### src/rtl/vga_pkg.sv
// -----------------------------------------------------------------------------
// vga_pkg
// Shared types and constants for the frame-buffer scan-out path.
//   fb_state_t : arbiter FSM states
//   pixel_t    : 12-bit {r,g,b} pixel, 4 bits per channel
//   H_ACTIVE / V_ACTIVE / FB_PIXELS : visible raster geometry (640x480)
// -----------------------------------------------------------------------------
package vga_pkg;

    typedef enum logic [1:0] {
        S_IDLE   = 2'd0,
        S_FILL   = 2'd1,
        S_STREAM = 2'd2,
        S_DONE   = 2'd3
    } fb_state_t;

    typedef logic [11:0] pixel_t;

    localparam int H_ACTIVE  = 640;
    localparam int V_ACTIVE  = 480;
    localparam int FB_PIXELS = H_ACTIVE * V_ACTIVE;

endpackage

### src/rtl/pix_fifo.sv
// -----------------------------------------------------------------------------
// pix_fifo
// Small synchronous prefetch FIFO between the RAM read port and scan-out.
// Ports:
//   clk, rst_n      : clock, synchronous active-low reset
//   flush           : empties the FIFO; overrides push and pop in that cycle
//   push, push_data : write one word (ignored when full and not popping)
//   pop             : drop the head word (ignored when empty)
//   head            : current head word (combinational read of the slot)
//   count           : number of stored words, 0..DEPTH
//   empty           : count == 0
// DEPTH must be a power of two >= 2 so the pointers wrap naturally.
// -----------------------------------------------------------------------------
module pix_fifo #(
    parameter  int DATA_BITS = 12,
    parameter  int DEPTH     = 4,
    localparam int PTR_BITS  = $clog2(DEPTH),
    localparam int CNT_BITS  = $clog2(DEPTH + 1)
) (
    input  logic                 clk,
    input  logic                 rst_n,
    input  logic                 flush,
    input  logic                 push,
    input  logic [DATA_BITS-1:0] push_data,
    input  logic                 pop,
    output logic [DATA_BITS-1:0] head,
    output logic [CNT_BITS-1:0]  count,
    output logic                 empty
);

    logic [PTR_BITS-1:0]  wr_ptr_q, wr_ptr_d;
    logic [PTR_BITS-1:0]  rd_ptr_q, rd_ptr_d;
    logic [CNT_BITS-1:0]  count_q, count_d;
    logic [DATA_BITS-1:0] slot_q [DEPTH];
    logic [DEPTH-1:0]     slot_we;
    logic                 push_ok, pop_ok;

    always_comb begin
        pop_ok   = pop && (count_q != '0);
        // A full FIFO can still accept a word when the head leaves in the same cycle.
        push_ok  = push && ((count_q != CNT_BITS'(DEPTH)) || pop_ok);
        wr_ptr_d = wr_ptr_q;
        rd_ptr_d = rd_ptr_q;
        count_d  = count_q;
        if (flush) begin
            wr_ptr_d = '0;
            rd_ptr_d = '0;
            count_d  = '0;
        end else begin
            if (push_ok) wr_ptr_d = wr_ptr_q + PTR_BITS'(1);
            if (pop_ok)  rd_ptr_d = rd_ptr_q + PTR_BITS'(1);
            case ({push_ok, pop_ok})
                2'b10:   count_d = count_q + CNT_BITS'(1);
                2'b01:   count_d = count_q - CNT_BITS'(1);
                default: count_d = count_q;
            endcase
        end
    end

    // One write strobe per slot; the slot array itself has no reset.
    genvar gi;
    generate
        for (gi = 0; gi < DEPTH; gi++) begin : g_slot_we
            assign slot_we[gi] = push_ok && !flush && (wr_ptr_q == PTR_BITS'(gi));
        end
    endgenerate

    always_ff @(posedge clk) begin
        for (int i = 0; i < DEPTH; i++) begin
            if (slot_we[i]) slot_q[i] <= push_data;
        end
    end

    always_ff @(posedge clk) begin
        if (!rst_n) begin
            wr_ptr_q <= '0;
            rd_ptr_q <= '0;
            count_q  <= '0;
        end else begin
            wr_ptr_q <= wr_ptr_d;
            rd_ptr_q <= rd_ptr_d;
            count_q  <= count_d;
        end
    end

    assign head  = slot_q[rd_ptr_q];
    assign count = count_q;
    assign empty = (count_q == '0);

endmodule

### src/rtl/fb_arbiter.sv
// -----------------------------------------------------------------------------
// fb_arbiter
// Shares one single-port frame-buffer RAM between a pixel writer and the VGA
// scan-out. Reads prefetch into a small FIFO; scan-out pops it on pixel ticks.
// Ports:
//   clk, rst_n             : clock, synchronous active-low reset
//   frame_start            : restart scan-out at address 0 (flushes prefetch)
//   pix_en, vga_active     : pixel tick and visible-area flag
//   wr_valid/wr_ready      : writer handshake, wr_addr/wr_data its payload
//   mem_en/mem_we          : RAM strobe and write enable (combinational)
//   mem_addr/mem_wdata     : RAM address and write data (combinational)
//   mem_rdata              : RAM read data, one cycle after a read strobe
//   pix_data               : registered scan-out pixel
//   underflow              : sticky, scan-out popped an empty FIFO
// ADDR_BITS is expected to equal $clog2(FB_PIXELS).
// -----------------------------------------------------------------------------
module fb_arbiter #(
    parameter int DATA_BITS  = 12,
    parameter int FB_PIXELS  = vga_pkg::FB_PIXELS,
    parameter int ADDR_BITS  = 19,
    parameter int FIFO_DEPTH = 4,
    parameter int LOW_WATER  = 2
) (
    input  logic                 clk,
    input  logic                 rst_n,
    input  logic                 frame_start,
    input  logic                 pix_en,
    input  logic                 vga_active,
    input  logic                 wr_valid,
    output logic                 wr_ready,
    input  logic [ADDR_BITS-1:0] wr_addr,
    input  logic [DATA_BITS-1:0] wr_data,
    output logic                 mem_en,
    output logic                 mem_we,
    output logic [ADDR_BITS-1:0] mem_addr,
    output logic [DATA_BITS-1:0] mem_wdata,
    input  logic [DATA_BITS-1:0] mem_rdata,
    output logic [DATA_BITS-1:0] pix_data,
    output logic                 underflow
);

    import vga_pkg::*;

    localparam int CNT_BITS = $clog2(FIFO_DEPTH + 1);
    localparam int OCC_BITS = CNT_BITS + 1;
    // One extra bit so the read pointer can sit at FB_PIXELS (end of frame).
    localparam int RA_BITS  = ADDR_BITS + 1;

    fb_state_t            state_q, state_d;
    logic [RA_BITS-1:0]   rd_addr_q, rd_addr_d;
    logic                 inflight_q, inflight_d;
    logic [DATA_BITS-1:0] pix_data_q, pix_data_d;
    logic                 underflow_q, underflow_d;

    logic [CNT_BITS-1:0]  fifo_count;
    logic                 fifo_empty;
    logic [DATA_BITS-1:0] fifo_head;
    logic                 fifo_push, fifo_pop;

    logic [OCC_BITS-1:0]  occ;
    logic                 rd_eligible, grant_rd, grant_wr;

    // Arbitration. Reads are held off in the frame_start cycle because they
    // would fetch from the old frame position and be discarded anyway.
    always_comb begin
        occ         = OCC_BITS'(fifo_count) + OCC_BITS'(inflight_q);
        rd_eligible = rst_n && !frame_start
                   && (state_q == S_FILL || state_q == S_STREAM)
                   && (occ < OCC_BITS'(FIFO_DEPTH))
                   && (rd_addr_q < RA_BITS'(FB_PIXELS));
        grant_rd = 1'b0;
        grant_wr = 1'b0;
        if (!rst_n) begin
            grant_rd = 1'b0;
        end else if (rd_eligible && ((occ < OCC_BITS'(LOW_WATER)) || state_q == S_FILL)) begin
            grant_rd = 1'b1;
        end else if (wr_valid) begin
            grant_wr = 1'b1;
        end else if (rd_eligible) begin
            grant_rd = 1'b1;
        end
    end

    assign wr_ready  = grant_wr;
    assign mem_en    = grant_rd | grant_wr;
    assign mem_we    = grant_wr;
    assign mem_addr  = grant_wr ? wr_addr : rd_addr_q[ADDR_BITS-1:0];
    assign mem_wdata = grant_wr ? wr_data : '0;

    // The word returning this cycle belongs to the old frame if frame_start
    // is high, so it is dropped together with the flush.
    assign fifo_push = inflight_q && !frame_start;
    assign fifo_pop  = pix_en && vga_active && !frame_start;

    pix_fifo #(
        .DATA_BITS (DATA_BITS),
        .DEPTH     (FIFO_DEPTH)
    ) u_fifo (
        .clk       (clk),
        .rst_n     (rst_n),
        .flush     (frame_start),
        .push      (fifo_push),
        .push_data (mem_rdata),
        .pop       (fifo_pop),
        .head      (fifo_head),
        .count     (fifo_count),
        .empty     (fifo_empty)
    );

    always_comb begin
        state_d     = state_q;
        rd_addr_d   = rd_addr_q + RA_BITS'(grant_rd);
        inflight_d  = grant_rd;
        pix_data_d  = pix_data_q;
        underflow_d = underflow_q;
        if (frame_start) begin
            state_d     = S_FILL;
            rd_addr_d   = '0;
            pix_data_d  = '0;
            underflow_d = 1'b0;
        end else begin
            case (state_q)
                S_FILL:   if (fifo_count == CNT_BITS'(FIFO_DEPTH)) state_d = S_STREAM;
                S_STREAM: if (rd_addr_q == RA_BITS'(FB_PIXELS) && !inflight_q) state_d = S_DONE;
                default:  state_d = state_q;
            endcase
            if (pix_en) begin
                if (!vga_active) begin
                    pix_data_d = '0;
                end else if (fifo_empty) begin
                    pix_data_d  = '0;
                    underflow_d = 1'b1;
                end else begin
                    pix_data_d = fifo_head;
                end
            end
        end
    end

    always_ff @(posedge clk) begin
        if (!rst_n) begin
            state_q     <= S_IDLE;
            rd_addr_q   <= '0;
            inflight_q  <= 1'b0;
            pix_data_q  <= '0;
            underflow_q <= 1'b0;
        end else begin
            state_q     <= state_d;
            rd_addr_q   <= rd_addr_d;
            inflight_q  <= inflight_d;
            pix_data_q  <= pix_data_d;
            underflow_q <= underflow_d;
        end
    end

    assign pix_data  = pix_data_q;
    assign underflow = underflow_q;

endmodule

### config.mk
export PLATFORM = sky130hd
export DESIGN_NAME = fb_arbiter
export DESIGN_NICKNAME = d
export VERILOG_FILES = /design/src/rtl/vga_pkg.sv /design/src/rtl/pix_fifo.sv /design/src/rtl/fb_arbiter.sv
export SDC_FILE = /design/constraint.sdc
export NUM_CORES = 1
export LEC_CHECK = 0
export BUFFER_PORTS_ARGS = -buffer_cell sky130_fd_sc_hd__buf_4
export CORE_UTILIZATION = 30
export CTS_BUF_LIST = sky130_fd_sc_hd__clkbuf_4 sky130_fd_sc_hd__clkbuf_8
export DETAILED_ROUTE_END_ITERATION = 6
export GPL_TIMING_DRIVEN = 0
export PLACE_DENSITY_LB_ADDON = 0.25
export SETUP_SLACK_MARGIN = 0.3
export SKIP_LAST_GASP = 1
export SYNTH_ARGS = -nofsm -noshare
export SYNTH_HDL_FRONTEND = slang
export SYNTH_SLANG_ARGS = --single-unit
### constraint.sdc
create_clock -name clk -period 6.65 [get_ports clk]
set_input_delay 1.33 -clock clk [delete_from_list [all_inputs] [get_ports clk]]
set_output_delay 1.33 -clock clk [all_outputs]
set_load 0.03 [all_outputs]
==> results of run 1 <==
routing by layer:
layer  GRT usage [%]  routed length, um  up-vias  share of wire, %
met5               0                  0        -                 0
met3            3.90                505        9               5.1
met1            17.4               4310     1476                44
met4            4.40                122        0               1.2
li1                -                  -     1534                 -
met2            24.6               4930       82                50
sequential cells by signal (all words and copies together), names as in the netlist, named ones only:
register and flops:
rd_addr_q 20, u_fifo.rd_ptr_q 2, u_fifo.count 3, pix_data 12
u_fifo.slot_q 48, inflight_q 1, state_q 2, u_fifo.wr_ptr_q 2
underflow 1
power groups by stage:
| stage | Clock (uW) | Sequential (uW) | Combinational [uW] |
|---|---|---|---|
| finish | 373 | 608 | 102 |
| global route | 413 | 608 | 111 |
| CTS | 391 | 608 | 103 |
| detailed placement | 0 | 621 | 103 |
| global placement | 0 | 621 | 101 |
| floorplan | 0 | 621 | 52.6 |
synthesized netlist by cell type, types with 5 or more instances:
cell / number
ha_1: 9
a21oi_1: 21
dfxtp_1: 45
nand3_1: 9
mux4_2: 12
xor2_1: 5
edfxtp_1: 48
nor2b_1: 16
nand4_1: 6
or4_1: 5
and2_1: 9
inv_1: 9
xnor2_1: 9
nand2_1: 11
clkbuf_1: 15
o21ai_0: 7
o31ai_1: 5
and3_1: 12
mux2_2: 19
nor2_1: 33
critical path: stages:
cell,delay (ns)
buf_4,0.15
or2_2,0.30
o21ai_1,0.16
buf_2,0.28
mux2_2,0.37
buf_4,0.17
worst paths after layout:
path / startpoint / endpoint / slack [ns] / depth (start not counted)
worst max-delay path: frame_start / mem_addr[7] / 2.55 / 6
worst min-delay path: underflow / underflow / 0.48 / 2
worst max register to register: rd_addr_q[16] / rd_addr_q[18] / 3.14 / 11
worst min register to register: underflow / underflow / 0.48 / 2
metrics by stage:
step | setup slack [ns] | instance area (um^2)
2_1_floorplan | 2.92 | 4250
3_3_place_gp | 2.43 | 5180
3_5_place_dp | 2.40 | 5180
4_1_cts | 2.52 | 5380
5_1_grt | 2.32 | 5380
6_report | 2.55 | 5380
logic make-up after synthesis:
| kind of cell | count (synthesis) |
|---|---|
| simple gates | 127 |
| flops | 93 |
| compound gates | 51 |
| mux | 32 |
| buf+inv | 31 |
| xor+xnor | 14 |
| fa+ha+maj | 10 |
final cells by class:
class / instances / area, um^2
clock inverters: 6 / 56.3
plain buffers: 22 / 98.8
repair buffers: 95 / 713
flip-flops and latches: 93 / 2340
clock buffers: 10 / 138
multi-input cells: 234 / 1770
fillers: 1332 / 8450
inverters: 9 / 33.8
well taps: 180 / 225
==> run summary, run 1 <==
Status: finished, final reports clean
Power Total: 1080 uW
Layout cells sized above 1: 33.7%
RSZ-0062 raised after global routing: no
ANT cells: 0
Final Hold Slack: 0.482 ns
Crit path kind: primary input to output port
Post-synthesis adder-cell area fraction: 3.12%
Switching fraction of total power: 25.6%
Vias in the first global route: 3,065
Sum of negative setup slack: 0 ns
CP Data Required Time: 5.32 ns
Placer Congestion: 0.815
Number of nets still failing antenna checks after routing: 0
CTS Hold Bufs: 0
Minimum clock period: 4.10 ns
Synthesized flop and latch total: 93
Post-Synth Simple-Gate Area: 16.6%
NumNets Final: 523
Maximum VDD drop: 0.149 mV
Vias per inst: 4.78
Initial antenna violation count: 0
Post-CTS Setup Repair Bufs: 0
Root Driver: clkbuf_8
CP endpoint kind: output port
Max-slew violation count: 0
Row count: 43
Core Area: 13,800 um^2
Fin util: 38.9%
Comb power frac: 9.4%
Grt ovf: 0
Main flop type after synthesis: edfxtp_1
Synthesis-to-finish area growth: 26.7%
Worst hold path type: flop to flop
Number of flops mapped to enable cells by yosys: 48
DRT iter0 DRCs: 115
Compound-gate portion of the synthesized area: 7.48%
Multiplexer share of the synthesized area: 11.6%
Die area: 14,600 um^2
Synth unique cells: 50
First-pass GRT wire length: 15.7 mm
Drt first pass iters: 4
Clock share of power: 34.4%
Post-DP HPWL: 6.89 mm
CTS clk-pin slew, worst paths: 0.09 ns
Fin Clk Skew: 0.0130 ns
Total Routing Usage GR: 14.3%
Syn nets: 417
Critical path fanouts, max: 10
Internal power: 806 uW
Port buffer count: 95
Post-CTS sizing: 0
Placed cell count: 633
Worst EP arrival: 2.77 ns
Ranking of synthesized cells by area: edfxtp_1 (34%), dfxtp_1 (21%), mux4_2 (6.4%)
Largest family of logic cells by synthesized area: simple AND/OR/NAND/NOR gates
Initial Util: 30.7%
Crit share post-route: 61.6%
DRT Wirelength: 9.87 mm
Post-synth top area cell: edfxtp_1
Ys Warns: 0
TritonCTS sink count: 93
I/O pin count: 96
Syn Inst Count: 358
Async SR Flop Fraction: 0%
Die X: 121 um
Slew HR: 54.9%
Drt wl/cell: 15.2 um
Seq pwr share: 56.1%
Pwr Density: 201 nW/um^2
XOR/XNOR Fraction of Synth Area: 2.89%
Vias post-DR: 3,101
Die H: 121 um
Commonest non-fill, non-tap cells in the layout: buf_4 (96), edfxtp_1 (48), dfxtp_1 (45)
Clk_lat worst skew: 0.38 ns
Maximum buffer depth of the clock tree: 2
Post-Syn Area: 4250 um^2
Commonest non-fill, non-tap cell in the layout: buf_4
Worst Tran Pin Value: 0.676 ns
Final setup fails: 0
DRC viols: 0
Startpoint type of the worst setup path: primary input
Max_cap viols: 0
Fin. Hold Viols: 0
CTS tree: yes
Final cell count without fillers: 649
Largest net degree at the start of global routing: 18
Num CTS Buffers: 9
Leak pwr: 0.00201 uW
Syn avg cell area: 11.9 um^2
FMAX: 244 MHz
Area share of the largest cell type after synthesis: 33.9%
H-Tree Depth: 3
Sequential cell area fraction in the yosys report: 55.2%
Switching power: 277 uW
No activity file was read; power rests on OpenSTA's default activity.
==> inputs of run 2 (changes only) <==
clock period = 3.74 ns   (was 6.65 ns; I/O delays follow)
==> run 2 against run 1 <==
  * Worst setup slack got worse by 2.1 ns
  * Clock-buffer cell count unchanged
  * Via count increased by 0.61%
  * Largest power group unchanged
==> run summary, run 2 (synthesis results as in run 1) <==
Status: finished, final reports clean
Root Driver: clkbuf_8
Port buffer count: 95 (unchanged)
Pwr Density: 355 nW/um^2 (+76%)
Largest net degree at the start of global routing: 18 (unchanged)
DRT iter0 DRCs: 151 (+31%)
Die X: 121 um (unchanged)
Placed cell count: 633 (unchanged)
Worst Tran Pin Value: 0.675 ns (-0.00129 ns)
Drt wl/cell: 15.2 um (-0.23%)
Leak pwr: 0.00203 uW (+0.88%)
Clk_lat worst skew: 0.38 ns (about the same)
Initial Util: 30.7% (unchanged)
Maximum buffer depth of the clock tree: 2 (unchanged)
Vias per inst: 4.80 (+0.46%)
Die area: 14,600 um^2 (unchanged)
Core Area: 13,800 um^2 (unchanged)
DRC viols: 0 (unchanged)
CTS clk-pin slew, worst paths: 0.10 ns (about the same)
ANT cells: 0 (unchanged)
Placed cell areas: 5180 um^2 (unchanged)
I/O pin count: 96 (unchanged)
Worst EP arrival: 2.53 ns (-0.24 ns)
Fin Clk Skew: 0.0134 ns (+0.000405 ns)
Die H: 121 um (unchanged)
Max-slew violation count: 0 (unchanged)
Fin util: 39.3% (+0.43 points)
Row count: 43 (unchanged)
Worst hold path type: flop to flop
Biggest register: u_fifo.slot_q
Vias in the first global route: 3,067 (+0.065%)
Post-DP HPWL: 6.89 mm (unchanged)
Final cell count without fillers: 650 (+0.15%)
Critical path fanouts, max: 10 (unchanged)
Total Routing Usage GR: 14.3% (unchanged)
Vias post-DR: 3,120 (+0.61%)
NumNets Final: 524 (+0.19%)
Commonest non-fill, non-tap cells in the layout: buf_4 (98), edfxtp_1 (48), dfxtp_1 (43)
Commonest non-fill, non-tap cell in the layout: buf_4
First-pass GRT wire length: 15.7 mm (unchanged)
Final setup fails: 0 (unchanged)
Layout cells sized above 1: 35.7% (+2.1 points)
Crit path kind: flop to output port
RSZ-0062 raised after global routing: yes
Slew HR: 55.0% (+0.086 points)
Largest register FFs: 48 (unchanged)
Sum of negative setup slack: 0 ns (unchanged)
Drt first pass iters: 5 (+1)
Placer Congestion: 0.815 (unchanged)
Num CTS Buffers: 9 (unchanged)
DRT Wirelength: 9.86 mm (about the same)
Fin. Hold Viols: 0 (unchanged)
FMAX: 305 MHz
Design area: 5440 um^2 (+1.1%)
TritonCTS sink count: 93 (unchanged)
Crit share post-route: 87.6%
Minimum clock period: 3.28 ns
CP endpoint kind: output port
CP Data Required Time: 2.99 ns (-2.33 ns)
Number of nets still failing antenna checks after routing: 0 (unchanged)
Synthesis-to-finish area growth: 28.1%
CTS Hold Bufs: 0 (unchanged)
Max_cap viols: 0 (unchanged)
Startpoint type of the worst setup path: flop
Initial antenna violation count: 0 (unchanged)
CTS tree: yes
H-Tree Depth: 3 (unchanged)
Grt ovf: 0 (unchanged)
Maximum VDD drop: 0.265 mV (+78%)
run 2: changes by cell type in the layout (fill, tap and decap cells not counted), sizes merged:
cell / change
buf: +1
run 2: metal layers:
metal | up-vias | GRT usage [%] | part of all wire (%)
met4 | 0 | 4.40 | 1.2
met2 | 82 | 24.6 | 50
met1 | 1495 | 17.4 | 43
met3 | 9 | 3.90 | 4.9
li1 | 1534 | - | -
met5 | - | 0 | 0
run 2: what timing repair did:
item                       in CTS  in global routing
setup endpoints to repair      30                 32
setup buffers                   1                  0
resized for setup               1                 17
pin swaps                       1                  0
run 2: cell type report:
| class | count | area, um^2 |
|---|---|---|
| clock inverters | 6 | 56.3 |
| fillers | 1330 | 8390 |
| well taps | 180 | 225 |
| multi-input cells | 234 | 1810 |
| inverters | 9 | 33.8 |
| plain buffers | 22 | 110 |
| flip-flops and latches | 93 | 2340 |
| repair buffers | 96 | 721 |
| clock buffers | 10 | 138 |
run 2: final timing paths:
| path | to | slack (ns) | cells after the start | start |
|---|---|---|---|---|
| worst max-delay path | mem_addr[17] | 0.46 | 8 | inflight_q |
| worst min-delay path | underflow | 0.48 | 2 | underflow |
| worst max register to register | rd_addr_q[18] | 0.50 | 12 | inflight_q |
| worst min register to register | underflow | 0.48 | 2 | underflow |
run 2: critical path: stages (launching register included):
cell	delay, ns
dfxtp_2	0.38
and2_1	0.17
ha_1	0.26
nor2b_1	0.16
or2_2	0.29
o21ai_2	0.16
buf_4	0.21
mux2_2	0.35
buf_4	0.17
run 2: power by group:
group | internal (uW) | switching [uW]
Clock | 273 | 391
Sequential | 1080 | 4.17
Combinational | 87.5 | 99.6
run 2: metrics by stage:
stage / hold slack, ns / setup WS [ns] / power, uW
6_report: 0.482 / 0.464 / 1930
4_1_cts: 0.494 / 0.305 / 1960
5_1_grt: 0.535 / 0.267 / 2020
2_1_floorplan: 0.465 / 0.661 / 1200
3_5_place_dp: 0.470 / 0.0703 / 1290
3_3_place_gp: 0.466 / 0.0987 / 1280
==> inputs of run 3 (changes only) <==
ABC_AREA = 1   (was default)
MAX_ROUTING_LAYER = met4   (was default)
==> run 3 against run 2 <==
  * Wire length increased by 4.7%
  * Final cell count increased by 23%
  * Non-clock buffer count decreased by 6
  * Critical path depth increased by 1
  * Synthesized area increased by 3.0%
  * Sequential share of layout area decreased by 0.52 points
  * Cell area increased by 1.1%
  * Hold slack got worse by 0.011 ns
  * Critical path type unchanged
==> run summary, run 3 <==
Largest net degree at the start of global routing: 17 (-1)
Core Area: 14,000 um^2 (+1.6%)
Cell with the most instances after synthesis: nand2_1
Number of flops mapped to enable cells by yosys: 48 (unchanged)
Number of nets still failing antenna checks after routing: 0 (unchanged)
Die area: 15,100 um^2 (+3.0%)
Post-CTS sizing: 0 (-1)
Fill cells: 1,438 (+8.1%)
Wl on met1: 4.53 mm (+5.8%)
Drt wl/cell: 12.9 um (-15%)
Ranking of synthesized cells by area: edfxtp_1 (33%), dfxtp_1 (21%), nand2_1 (11%)
Final setup fails: 0 (unchanged)
Worst EP arrival: 2.16 ns (-0.37 ns)
Commonest non-fill, non-tap cell in the layout: nand2_1
Clock share of power: 33.1% (-1.3 points)
Worst Tran Pin Value: 1.22 ns (+0.549 ns)
TritonCTS sink count: 93 (unchanged)
Initial antenna violation count: 0 (unchanged)
DRT Wirelength: 10.3 mm (+4.7%)
Crit-path cells: inv_1, ha_1, nor3_2, nand4_2, nand2_2, inv_2, buf_6, buf_4, buf_4
Worst hold path type: flop to flop
CTS clk-pin slew, worst paths: 0.09 ns (about the same)
Met3 Routed Length: 499 um (+3.3%)
Sequential cell area fraction in the yosys report: 53.5% (-1.6 points)
Clk_lat worst skew: 0.36 ns (-0.02 ns)
First-pass GRT wire length: 16.3 mm (+3.4%)
Num CTS Buffers: 9 (unchanged)
ANT cells: 0 (unchanged)
NumNets Final: 673 (+28%)
Pwr Density: 346 nW/um^2 (-2.5%)
R2r startpoint: state_q[0]
FMAX: 343 MHz (+12%)
Main flop type after synthesis: edfxtp_1
Switching fraction of total power: 25.1% (-0.48 points)
Vias post-DR: 3,648 (+17%)
CTS tree: yes
Slew HR: 18.1% (-37 points)
H-Tree Depth: 3 (unchanged)
Placer Congestion: 0.842 (+3.3%)
Drt first pass iters: 4 (-1)
Internal power: 1420 uW (-0.80%)
Ys Warns: 0 (unchanged)
Largest register FFs: 48 (unchanged)
Max_cap viols: 0 (unchanged)
R2R depth: 15 (+3)
CP Data Required Time: 2.99 ns (about the same)
Max-slew violation count: 0 (unchanged)
R2R Path End: rd_addr_q[12]
Layout cells sized above 1: 22.3% (-13 points)
Root Driver: clkbuf_8
Vias per inst: 4.57 (-4.9%)
Multi-input logic area: 1730 um^2 (-4.4%)
Syn avg cell area: 8.61 um^2 (-27%)
Grt ovf: 0 (unchanged)
Worst Hold Endpoint: pix_data[0]
Area share of the largest cell type after synthesis: 32.9% (-1.0 points)
Die H: 123 um (+1.5%)
Seq pwr share: 56.9% (+1.0 points)
CP bufs+invs: 5 (+3)
Most instantiated cells after synthesis: nand2_1 (132), nor2_1 (61), inv_1 (52)
Leak pwr: 0.00218 uW (+7.8%)
RSZ-0062 raised after global routing: no
Async SR Flop Fraction: 0% (unchanged)
Switching power: 479 uW (-3.3%)
Fin. Hold Viols: 0 (unchanged)
Critical path's largest stage delay: 0.37 ns (about the same)
Comb power frac: 9.9% (+0.2 points)
Syn nets: 567 (+36%)
Post-synth top area cell: edfxtp_1
Commonest non-fill, non-tap cells in the layout: nand2_1 (132), buf_4 (99), nor2_1 (61)
Biggest register: u_fifo.slot_q
Startpoint type of the worst setup path: flop
Crit share post-route: 77.9% (-9.7 points)
Post-DP HPWL: 7.66 mm (+11%)
FF/Latch Area: 2340 um^2 (-0.11%)
Critical path fanouts, max: 11 (+1)
DRT iter0 DRCs: 138 (-8.6%)
Maximum buffer depth of the clock tree: 2 (unchanged)
Initial Util: 31.2% (+0.45 points)
Hold Crit Start: pix_data[0]
Worst path most repeated cell: buf_4
Maximum VDD drop: 0.255 mV (-3.8%)
CP endpoint kind: output port
Synth unique cells: 34 (-32%)
Vias in the first global route: 3,473 (+13%)
CTS Hold Bufs: 0 (unchanged)
Synthesized flop and latch total: 93 (unchanged)
Sum of negative setup slack: 0 ns (unchanged)
Uppermost layer routed: met4
Row count: 43 (unchanged)
Hold Path Depth: 2 (unchanged)
Port buffer count: 95 (unchanged)
Synthesis-to-finish area growth: 25.7%
DP Worst Slack: 0.483 ns (+0.412 ns)
Die X: 123 um (+1.5%)
Post-CTS Setup Repair Bufs: 0 (-1)
Top delay family on crit path: simple AND/OR/NAND/NOR gates
Status: finished, final reports clean
Syn Inst Count: 508 (+42%)
Minimum clock period: 2.91 ns (-0.363 ns)
Post-Syn Area: 4380 um^2 (+3.0%)
Fin Clk Skew: 0.00541 ns (-0.00796 ns)
Crit path kind: flop to output port
DRC viols: 0 (unchanged)
Final WS setup: 0.828 ns (+0.363 ns)
Launch point of the worst path: state_q[0]
I/O pin count: 96 (unchanged)
Slowest cell on the critical path: dfxtp_1
Met2 Routed Length: 5.17 mm (+3.8%)
R2R setup slack: 0.83 ns (+0.33 ns)
Total Routing Usage GR: 14.5% (+0.15 points)
-- run 3: cell count changes in the layout (fill, tap and decap cells not counted), moves of 11 or more --
cell / before / now
a21oi_1: 21 / 39
and3_1: 12 / 0
inv_1: 9 / 52
mux2_2: 19 / 0
mux2i_1: 1 / 12
mux4_2: 12 / 0
nand2_1: 11 / 132
nor2_1: 33 / 61
nor2b_1: 16 / 0
o21ai_0: 7 / 31
o22ai_1: 0 / 12
-- run 3: worst max-delay path by stage --
| stage | depth (start not counted) | end | slack [ns] |
|---|---|---|---|
| CTS | 9 | wr_ready | 0.77 |
| global route | 15 | rd_addr_q[12] | 0.52 |
| finish | 9 | wr_ready | 0.83 |
| detailed placement | 16 | rd_addr_q[12] | 0.48 |
| global placement | 16 | rd_addr_q[12] | 0.48 |
| floorplan | 15 | rd_addr_q[12] | 1.07 |
-- run 3: cell families after synthesis --
kind of cell             share of synthesized area, %
adder cells (fa/ha/maj)                          3.03
flip-flops                                       53.5
AO/OA/AOI/OAI                                    10.8
buffers and inverters                            6.92
multiplexers                                     2.75
AND/OR/NAND/NOR                                  23.0
-- run 3: stage by stage --
stage               power, uW  hold WS (ns)  cells  utilization [%]  area (um^2)
finish                   1900         0.472    799             39.2         5500
global route             1980         0.492    799             39.2         5500
CTS                      1930         0.471    799             39.2         5500
detailed placement       1300         0.457    783             37.8         5310
global placement         1290         0.451    783             37.8         5310
floorplan                1210         0.436    508                -         4380
-- run 3: worst reg2reg max path: stages, from the launching register on --
cell	delay [ns]
dfxtp_1	0.37
inv_1	0.07
ha_1	0.32
nor3_2	0.24
nand3_1	0.14
o21ai_0	0.19
ha_1	0.33
ha_1	0.30
nand2_2	0.10
nor2_4	0.14
nand2_2	0.08
nor2_4	0.12
nand2_1	0.11
nor2_2	0.11
nand2_1	0.05
nor3b_2	0.14
-- run 3: per-layer routing --
layer  vias to the layer above  track usage [%]
met5                         -                -
met4                         0             4.34
met3                        13             3.11
met2                        91             25.6
met1                      1660             16.2
li1                       1884                -
-- run 3: power groups by stage --
stage / Clock, uW / Combinational, uW / Sequential [uW]
finish: 630 / 189 / 1080
global route: 685 / 208 / 1090
CTS: 656 / 192 / 1080
detailed placement: 0 / 192 / 1110
global placement: 0 / 188 / 1110
floorplan: 0 / 99.0 / 1110
-- run 3: cell type report --
type,instances,share of cell area [%]
buffer,17,1.82
clock buffer,10,2.50
multi-input combinational,344,31.5
tap,180,4.10
timing repair buffer,95,13.0
clock inverter,6,0.865
sequential,93,42.6
inverter,54,3.69
